`src/rtl/controller_responder_if.sv`:
```
// rtl/controller_responder_if.sv - console-side pad signals bundle; CONTROLLER_RESPONDER_STATS_EN adds stats outputs
interface controller_responder_if #(
  parameter int NUM_BITS = 8
);
  logic                latch_i;
  logic                ctrl_clk_i;
  logic [NUM_BITS-1:0] buttons_i;
  logic                serial_no;
  logic                busy_o;
`ifdef CONTROLLER_RESPONDER_STATS_EN
  logic [7:0]          latch_count_o;
  logic                overrun_o;
`endif

  modport master (
    output latch_i, ctrl_clk_i, buttons_i,
`ifdef CONTROLLER_RESPONDER_STATS_EN
    input  latch_count_o, overrun_o,
`endif
    input  serial_no, busy_o
  );

  modport slave (
    input  latch_i, ctrl_clk_i, buttons_i,
`ifdef CONTROLLER_RESPONDER_STATS_EN
    output latch_count_o, overrun_o,
`endif
    output serial_no, busy_o
  );
endinterface

```
`src/rtl/controller_responder.sv`:
```
// rtl/controller_responder.sv - emulates one NES-style serial game pad on the console side
// Optional latch counter / overrun flag enabled by CONTROLLER_RESPONDER_STATS_EN.
module controller_responder #(
  parameter int   NUM_BITS    = 8,
  parameter int   SYNC_STAGES = 2,
  parameter logic FILL_BIT    = 1'b1
) (
  input  logic                   clk,
  input  logic                   rst_ni,
  controller_responder_if.slave  bus
);
  localparam int CW = $clog2(NUM_BITS + 1);
  localparam logic [CW-1:0] LAST_CNT = CW'(NUM_BITS - 1);

  typedef enum logic [1:0] {IDLE, LOAD, SHIFT, DONE} state_t;

  state_t                 r_state, w_state_next;
  logic [NUM_BITS-1:0]    r_sr, w_sr_next;
  logic [CW-1:0]          r_cnt, w_cnt_next;
  logic [SYNC_STAGES-1:0] r_latch_sync, r_ctrl_sync;
  logic                   r_latch_d, r_ctrl_d;
  logic                   w_latch_s, w_ctrl_s;
  logic                   w_latch_rise, w_latch_fall, w_ctrl_rise;

  assign w_latch_s    = r_latch_sync[SYNC_STAGES-1];
  assign w_ctrl_s     = r_ctrl_sync[SYNC_STAGES-1];
  assign w_latch_rise = w_latch_s & ~r_latch_d;
  assign w_latch_fall = ~w_latch_s & r_latch_d;
  assign w_ctrl_rise  = w_ctrl_s & ~r_ctrl_d;

  always_ff @(posedge clk or negedge rst_ni) begin
    if (!rst_ni) begin
      r_latch_sync <= '0;
      r_ctrl_sync  <= '0;
      r_latch_d    <= 1'b0;
      r_ctrl_d     <= 1'b0;
      r_state      <= IDLE;
      r_sr         <= {NUM_BITS{~FILL_BIT}};
      r_cnt        <= '0;
    end else begin
      r_latch_sync <= {r_latch_sync[SYNC_STAGES-2:0], bus.latch_i};
      r_ctrl_sync  <= {r_ctrl_sync[SYNC_STAGES-2:0], bus.ctrl_clk_i};
      r_latch_d    <= w_latch_s;
      r_ctrl_d     <= w_ctrl_s;
      r_state      <= w_state_next;
      r_sr         <= w_sr_next;
      r_cnt        <= w_cnt_next;
    end
  end

  // A latch rise always takes priority over a coincident console clock edge.
  always_comb begin
    w_state_next = r_state;
    w_sr_next    = r_sr;
    w_cnt_next   = r_cnt;
    case (r_state)
      IDLE: begin
        if (w_latch_s) begin
          w_state_next = LOAD;
          w_sr_next    = bus.buttons_i;
          w_cnt_next   = '0;
        end
      end
      LOAD: begin
        w_sr_next  = bus.buttons_i;
        w_cnt_next = '0;
        if (w_latch_fall) w_state_next = SHIFT;
      end
      SHIFT: begin
        if (w_latch_rise) begin
          w_state_next = LOAD;
          w_sr_next    = bus.buttons_i;
          w_cnt_next   = '0;
        end else if (w_ctrl_rise) begin
          w_sr_next  = {~FILL_BIT, r_sr[NUM_BITS-1:1]};
          w_cnt_next = r_cnt + 1'b1;
          if (r_cnt == LAST_CNT) w_state_next = DONE;
        end
      end
      DONE: begin
        if (w_latch_rise) begin
          w_state_next = LOAD;
          w_sr_next    = bus.buttons_i;
          w_cnt_next   = '0;
        end
      end
      default: w_state_next = IDLE;
    endcase
  end

  assign bus.serial_no = (r_state == DONE) ? FILL_BIT : ~r_sr[0];
  assign bus.busy_o    = (r_state == LOAD) || (r_state == SHIFT);

`ifdef CONTROLLER_RESPONDER_STATS_EN
  logic [7:0] r_latch_count;
  logic       r_overrun;

  always_ff @(posedge clk or negedge rst_ni) begin
    if (!rst_ni) begin
      r_latch_count <= '0;
      r_overrun     <= 1'b0;
    end else begin
      if (w_latch_rise) r_latch_count <= r_latch_count + 8'd1;
      if (w_latch_rise)
        r_overrun <= 1'b0;
      else if (r_state == DONE && w_ctrl_rise)
        r_overrun <= 1'b1;
    end
  end

  assign bus.latch_count_o = r_latch_count;
  assign bus.overrun_o     = r_overrun;
`endif
endmodule

```
`src/flat_wrapper.sv`:
```
// flat-port wrapper written by rule: the top's interface ports become plain ports
module controller_responder_flat 
#(
  parameter int   NUM_BITS    = 8,
  parameter int   SYNC_STAGES = 2,
  parameter logic FILL_BIT    = 1'b1
)
  (clk, rst_ni, bus_latch_i, bus_ctrl_clk_i, bus_buttons_i, bus_serial_no, bus_busy_o);
  controller_responder_if #(.NUM_BITS(NUM_BITS)) bus_i ();
  input  logic clk;
  input  logic rst_ni;
  input wire logic [$bits(bus_i.latch_i)-1:0] bus_latch_i;
  input wire logic [$bits(bus_i.ctrl_clk_i)-1:0] bus_ctrl_clk_i;
  input wire logic [$bits(bus_i.buttons_i)-1:0] bus_buttons_i;
  output wire logic [$bits(bus_i.serial_no)-1:0] bus_serial_no;
  output wire logic [$bits(bus_i.busy_o)-1:0] bus_busy_o;
  assign bus_i.latch_i = bus_latch_i;
  assign bus_i.ctrl_clk_i = bus_ctrl_clk_i;
  assign bus_i.buttons_i = bus_buttons_i;
  assign bus_serial_no = bus_i.serial_no;
  assign bus_busy_o = bus_i.busy_o;
  controller_responder #(.NUM_BITS(NUM_BITS), .SYNC_STAGES(SYNC_STAGES), .FILL_BIT(FILL_BIT)) u_core (.clk(clk), .rst_ni(rst_ni), .bus(bus_i));
endmodule
```
`config.mk`:
```
export PLATFORM = sky130hd
export DESIGN_NAME = controller_responder_flat
export DESIGN_NICKNAME = d
export VERILOG_FILES = /design/src/rtl/controller_responder_if.sv /design/src/rtl/controller_responder.sv /design/src/flat_wrapper.sv
export SDC_FILE = /design/constraint.sdc
export NUM_CORES = 1
export LEC_CHECK = 0
export BUFFER_PORTS_ARGS = -buffer_cell sky130_fd_sc_hd__buf_2
export CORE_UTILIZATION = 30
export DETAILED_ROUTE_END_ITERATION = 7
export SLEW_MARGIN = 0
export SYNTH_ARGS = -nofsm -noshare
export SYNTH_HDL_FRONTEND = slang
export SYNTH_SLANG_ARGS = --single-unit
```
`constraint.sdc`:
```
create_clock -name clk -period 1.43 [get_ports clk]
set_input_delay 0.286 -clock clk [delete_from_list [all_inputs] [get_ports clk]]
set_output_delay 0.286 -clock clk [all_outputs]
set_load 0.01 [all_outputs]
```
### Word level (Yosys, flattened, before mapping)

Cells that the tools add are included.

* flip-flop bits (word level): 20
* bits in latches: 0
* RAM bits: 0
* bits in read-only memories: 0
* output and inout port bits: 2
* word-level logic and storage cells: 46
* memories: 0

* add/subtract/negate cells: 1
* $mul: 0
* div/mod/pow operators: 0
* $lt $le $gt $ge: 0
* equal/unequal tests: 9
* shift operators: 0
* multiplexer cells: 18
* bitwise logic cells: 7
* reductions and logical operators: 4

Operators with widths (count)
* 8-bit 2-to-1 mux: 4
* 8-bit one-hot mux with 4 select lines: 1
* 4-bit 2-to-1 mux: 4
* 4-bit one-hot mux with 4 select lines: 1
* 2-bit 2-to-1 mux: 6
* 2-bit one-hot mux with 4 select lines: 1
* 2-bit by 1-bit != test with 1-bit output (second input constant): 3
* 3-bit by 1-bit != test with 1-bit output (second input constant): 2
* 5-bit AND reduction: 1
* 4-bit by 1-bit adder with 4-bit output (second input constant): 1
* 2-bit == test (second input constant): 2
* 4-bit by 3-bit == test with 1-bit output (second input constant): 1
* 1-bit inverter: 4
* 1-bit bitwise AND: 3
* 3-bit AND reduction: 1
* 2-bit by 1-bit == test with 1-bit output (second input constant): 1
* 2-bit zero test: 1
* 1-bit logical OR: 1
* 1-bit 2-to-1 mux: 1

### Longest topological paths before layout

* depth after elaboration: 5
* depth in mapped cells: 6
* mapped depth without buffers: 6

### Worst setup path after synthesis

No wires, ideal clock.

* path kind: register to register
* from: register u_core.r_state[0]
* to: register u_core.r_cnt[0]
* data arrival time: 1.456 ns
* data required time: 1.305 ns
* path slack: -0.151 ns
* stages on the path, launching flop included: 6
* path buffers: 0
* period minus slack after synthesis: 1.581 ns
* path through: dfrtp_1 -> inv_1 -> ha_1 -> nand2_4 -> o21ai_2 -> mux2_2

* cells in the longest elaborated chain, start to end: 3

RTL lines
* start, declared: line controller_responder.sv:17 `state_t r_state, w_state_next;`
* start signal, assigned: line controller_responder.sv:45 `r_state <= w_state_next;`
* 2-bit == test or 2-bit zero test (tied branches): line controller_responder.sv:56 `case (r_state)`
* 3-bit by 1-bit != test with 1-bit output (no source line) or 2-bit by 1-bit != test with 1-bit output (tied branches)
* 3-bit AND reduction (no source line)
* end signal, assigned: line controller_responder.sv:47 `r_cnt <= w_cnt_next;`
* end, declared: line controller_responder.sv:19 `logic [CW-1:0] r_cnt, w_cnt_next;`

Parallel ways exist; a longest one is shown, timed or not.
A chain may end at the register's enable or synchronous reset.

### Worst setup path after layout

* from: register u_core.r_state[1]
* to: register u_core.r_sr[6]

* cells in the longest elaborated chain, start to end: 3

RTL lines
* 2-bit == test or 2-bit zero test (tied branches): line controller_responder.sv:56
* 3-bit by 1-bit != test with 1-bit output (no source line) or 2-bit by 1-bit != test with 1-bit output (tied branches)
* 3-bit AND reduction (no source line)
* end signal, assigned: line controller_responder.sv:38 `r_sr <= {NUM_BITS{~FILL_BIT}};`
* end signal, assigned: line controller_responder.sv:46 `r_sr <= w_sr_next;`
* end, declared: line controller_responder.sv:18 `logic [NUM_BITS-1:0] r_sr, w_sr_next;`

Parallel ways exist; a longest one is shown, timed or not.

==> summary.txt <==
status: complete, but fails checks
violated checks: negative setup slack
io pins: 14
Netlist cell types: 24
logic gate share of total power: 0.506
crit-path max cell delay: 0.44 ns
clock sinks: 20
via count: 670
Pins Over Slew Limit: 0
H-tree depth: 1
Yosys reg bits: 20
# setup viols final: 16
post-route cell area: 1350 sq um
RSZ-0062 raised after global routing: yes
Pwr Total: 2240 uW
Sw Pwr: 738 uW
Setup crit end kind: flop
Crit Path Class: reg -> reg
Port Buffers: 13
Slowest cell on crit path: dfrtp_2
effective utilization at floorplan: 0.319
Avg WL per Cell: 11.9 um
top cells by area, synth: dfrtp_1, mux2_2, mux2_4
critical-path maximum fanout: 5
Worst-Margin Slew: 0.436 ns
final WL: 1.74 mm
layout cells sized above 1: 0.618
top cell type's share of synthesized area: 0.505
PnR worst setup slack: -0.127 ns
Max Clock Freq: 642 MHz
Post-Route Skew: 0.0101 ns
fin crit share: 1.09
switching portion of total power: 0.330
synth-to-layout area growth: 36.6%
CP Launch Type: flop
DRT iter0 DRCs: 10
die area: 3540 sq um
router iterations before antenna repair: 3
Avg Cell Area, Syn: 14.0 sq um
vias in the first global route: 644
Peak VDD IR: 385 uV
Antenna diodes: 0
Synth top cells by count: dfrtp_1, mux2_2, mux2_4, ha_1
Critical Path AT: 1.74 ns
Synth async-reset ratio: 1.00
clk slew on worst S/H paths: 0.11 ns
placer congestion estimate: 0.708
nets: 121
initial antenna violation count: 0
Post-Route Utilization: 0.436
post-route ant nets: 0
Placed Area: 1210 sq um
detailed placement HPWL: 1.23 mm
first-pass GRT wire length: 2.86 mm
GRT Total Usage: 0.113
synth warn: 0
Register Area: 502 sq um
PD cells: 1650 nW/um^2
share of total power in sequential cells: 0.376
Multi-input gate area: 553 sq um
# fillers: 308
Post-synth EDFFs: 0
most numerous cell in the Yosys netlist: dfrtp_1
CTS tree: yes
sequential area share after synthesis: 0.505
via/cell ratio: 4.59
CTS Buf Count: 3
cells along the critical path: inv_2, ha_2, nor2b_4, a21oi_4, o21ai_2, mux2_2
max-cap viol count: 0
Hold WC Path Type: in -> reg
top_reg_cell synth: dfrtp_1
Die Wd: 59.5 um
post-layout min period: 1.56 ns
clock network power share: 0.118
DRC viols: 0
clk buf depth: 2
Mapped Nets: 88
internal cell power: 1500 uW
core area: 3100 sq um
gr ovfl total: 0
Post-Syn Instances: 71
# rows: 20
required time worst endpoint: 1.62 ns
Clock Latency Late Sink: 0.30 ns
Leak: 0.000629 uW
cell taking the most area after synthesis: dfrtp_1
Setup TNS Final: -1.42 ns
Post-Syn Area: 991 sq um
largest net degree at the start of global routing: 21
Final Hold Viols: 0
hold slack: 0.0806 ns
worst relative slew slack: 0.709
Die H: 59.5 um
CTS root buf: clkbuf_4
-- worst max-delay path: cells and delay by family, from the launching register on --
family | cells | cell delay, ns
flops | 1 | 0.44
mux | 1 | 0.29
compound gates | 2 | 0.37
simple gates | 1 | 0.13
buf+inv | 1 | 0.05
fa+ha+maj | 1 | 0.16
-- per-stage QoR --
step	instances	worst slack, ns
3_3_place_gp	137	-0.101
6_report	146	-0.127
4_1_cts	141	-0.129
3_5_place_dp	137	-0.149
2_1_floorplan	71	-0.0625
5_1_grt	146	-0.211
-- cells by family after synthesis --
group | after synthesis | synth area share
flip-flops | 20 | 0.505
AO/OA/AOI/OAI | 11 | 0.0947
adder cells (fa/ha/maj) | 5 | 0.0631
AND/OR/NAND/NOR | 13 | 0.0909
buffers and inverters | 4 | 0.0227
multiplexers | 18 | 0.223
-- worst paths after layout --
check,start,to,slack (ns),depth (start not counted)
setup / recovery,u_core.r_state[1]$_DFFE_PN0P_,u_core.r_sr[6]$_DFFE_PN0P_,-0.13,6
hold / removal,bus_latch_i,u_core.r_latch_sync[0]$_DFF_PN0_,0.08,1
setup reg to reg,u_core.r_state[1]$_DFFE_PN0P_,u_core.r_sr[6]$_DFFE_PN0P_,-0.13,6
hold reg to reg,u_core.r_latch_sync[0]$_DFF_PN0_,u_core.r_latch_sync[1]$_DFF_PN0_,0.36,0
max in group asynchronous,rst_ni,u_core.r_state[1]$_DFFE_PN0P_,0.66,2
min in group asynchronous,rst_ni,u_core.r_latch_sync[1]$_DFF_PN0_,0.45,2
-- registers in the layout, summed over array words and instances, names as in the netlist --
name,flops
u_core.r_latch_sync,2
u_core.r_ctrl_d,1
u_core.r_state,2
u_core.r_latch_d,1
u_core.r_cnt,4
u_core.r_ctrl_sync,2
u_core.r_sr,8
-- cell type report --
type,count,area share
multi-input cells,48,0.409
flip-flops and latches,20,0.371
repair buffers,28,0.155
well taps,44,0.0407
clock buffers,3,0.0166
inverters,3,0.00832
-- cell usage in the layout (no fill, tap or decap), types with 3 or more instances in the layout --
cell,instances
dfrtp_1,19
buf_6,4
mux2i_1,3
buf_2,12
o21ai_0,3
mux2_4,7
clkbuf_4,3
mux2_2,8
buf_4,10
-- power groups by stage --
stage	Combinational, uW	Sequential (uW)	Clock (uW)
finish	1130	840	264
global route	1250	865	295
CTS	1010	843	270
detailed placement	917	837	0
global placement	896	829	0
floorplan	648	814	0
-- routing by layer --
metal	vias up	part of all wire	wire length, um	track usage
li1	321	-	-	-
met1	335	0.44	775	0.134
met2	10	0.51	890	0.188
met3	4	0.020	34	0.0197
met4	0	0.024	42	0.0714
met5	-	0	0	0
-- repair_timing --
| action | in CTS | in global routing |
|---|---|---|
| cloned | 0 | 1 |
| pin swaps | 1 | 0 |
| hold buffers | 1 | 0 |
| setup endpoints to repair | 16 | 16 |
| hold endpoints to repair | 20 | 0 |
| resized for setup | 12 | 6 |
| buffers inserted | 0 | 4 |
Power figures use the tool's default switching activity.
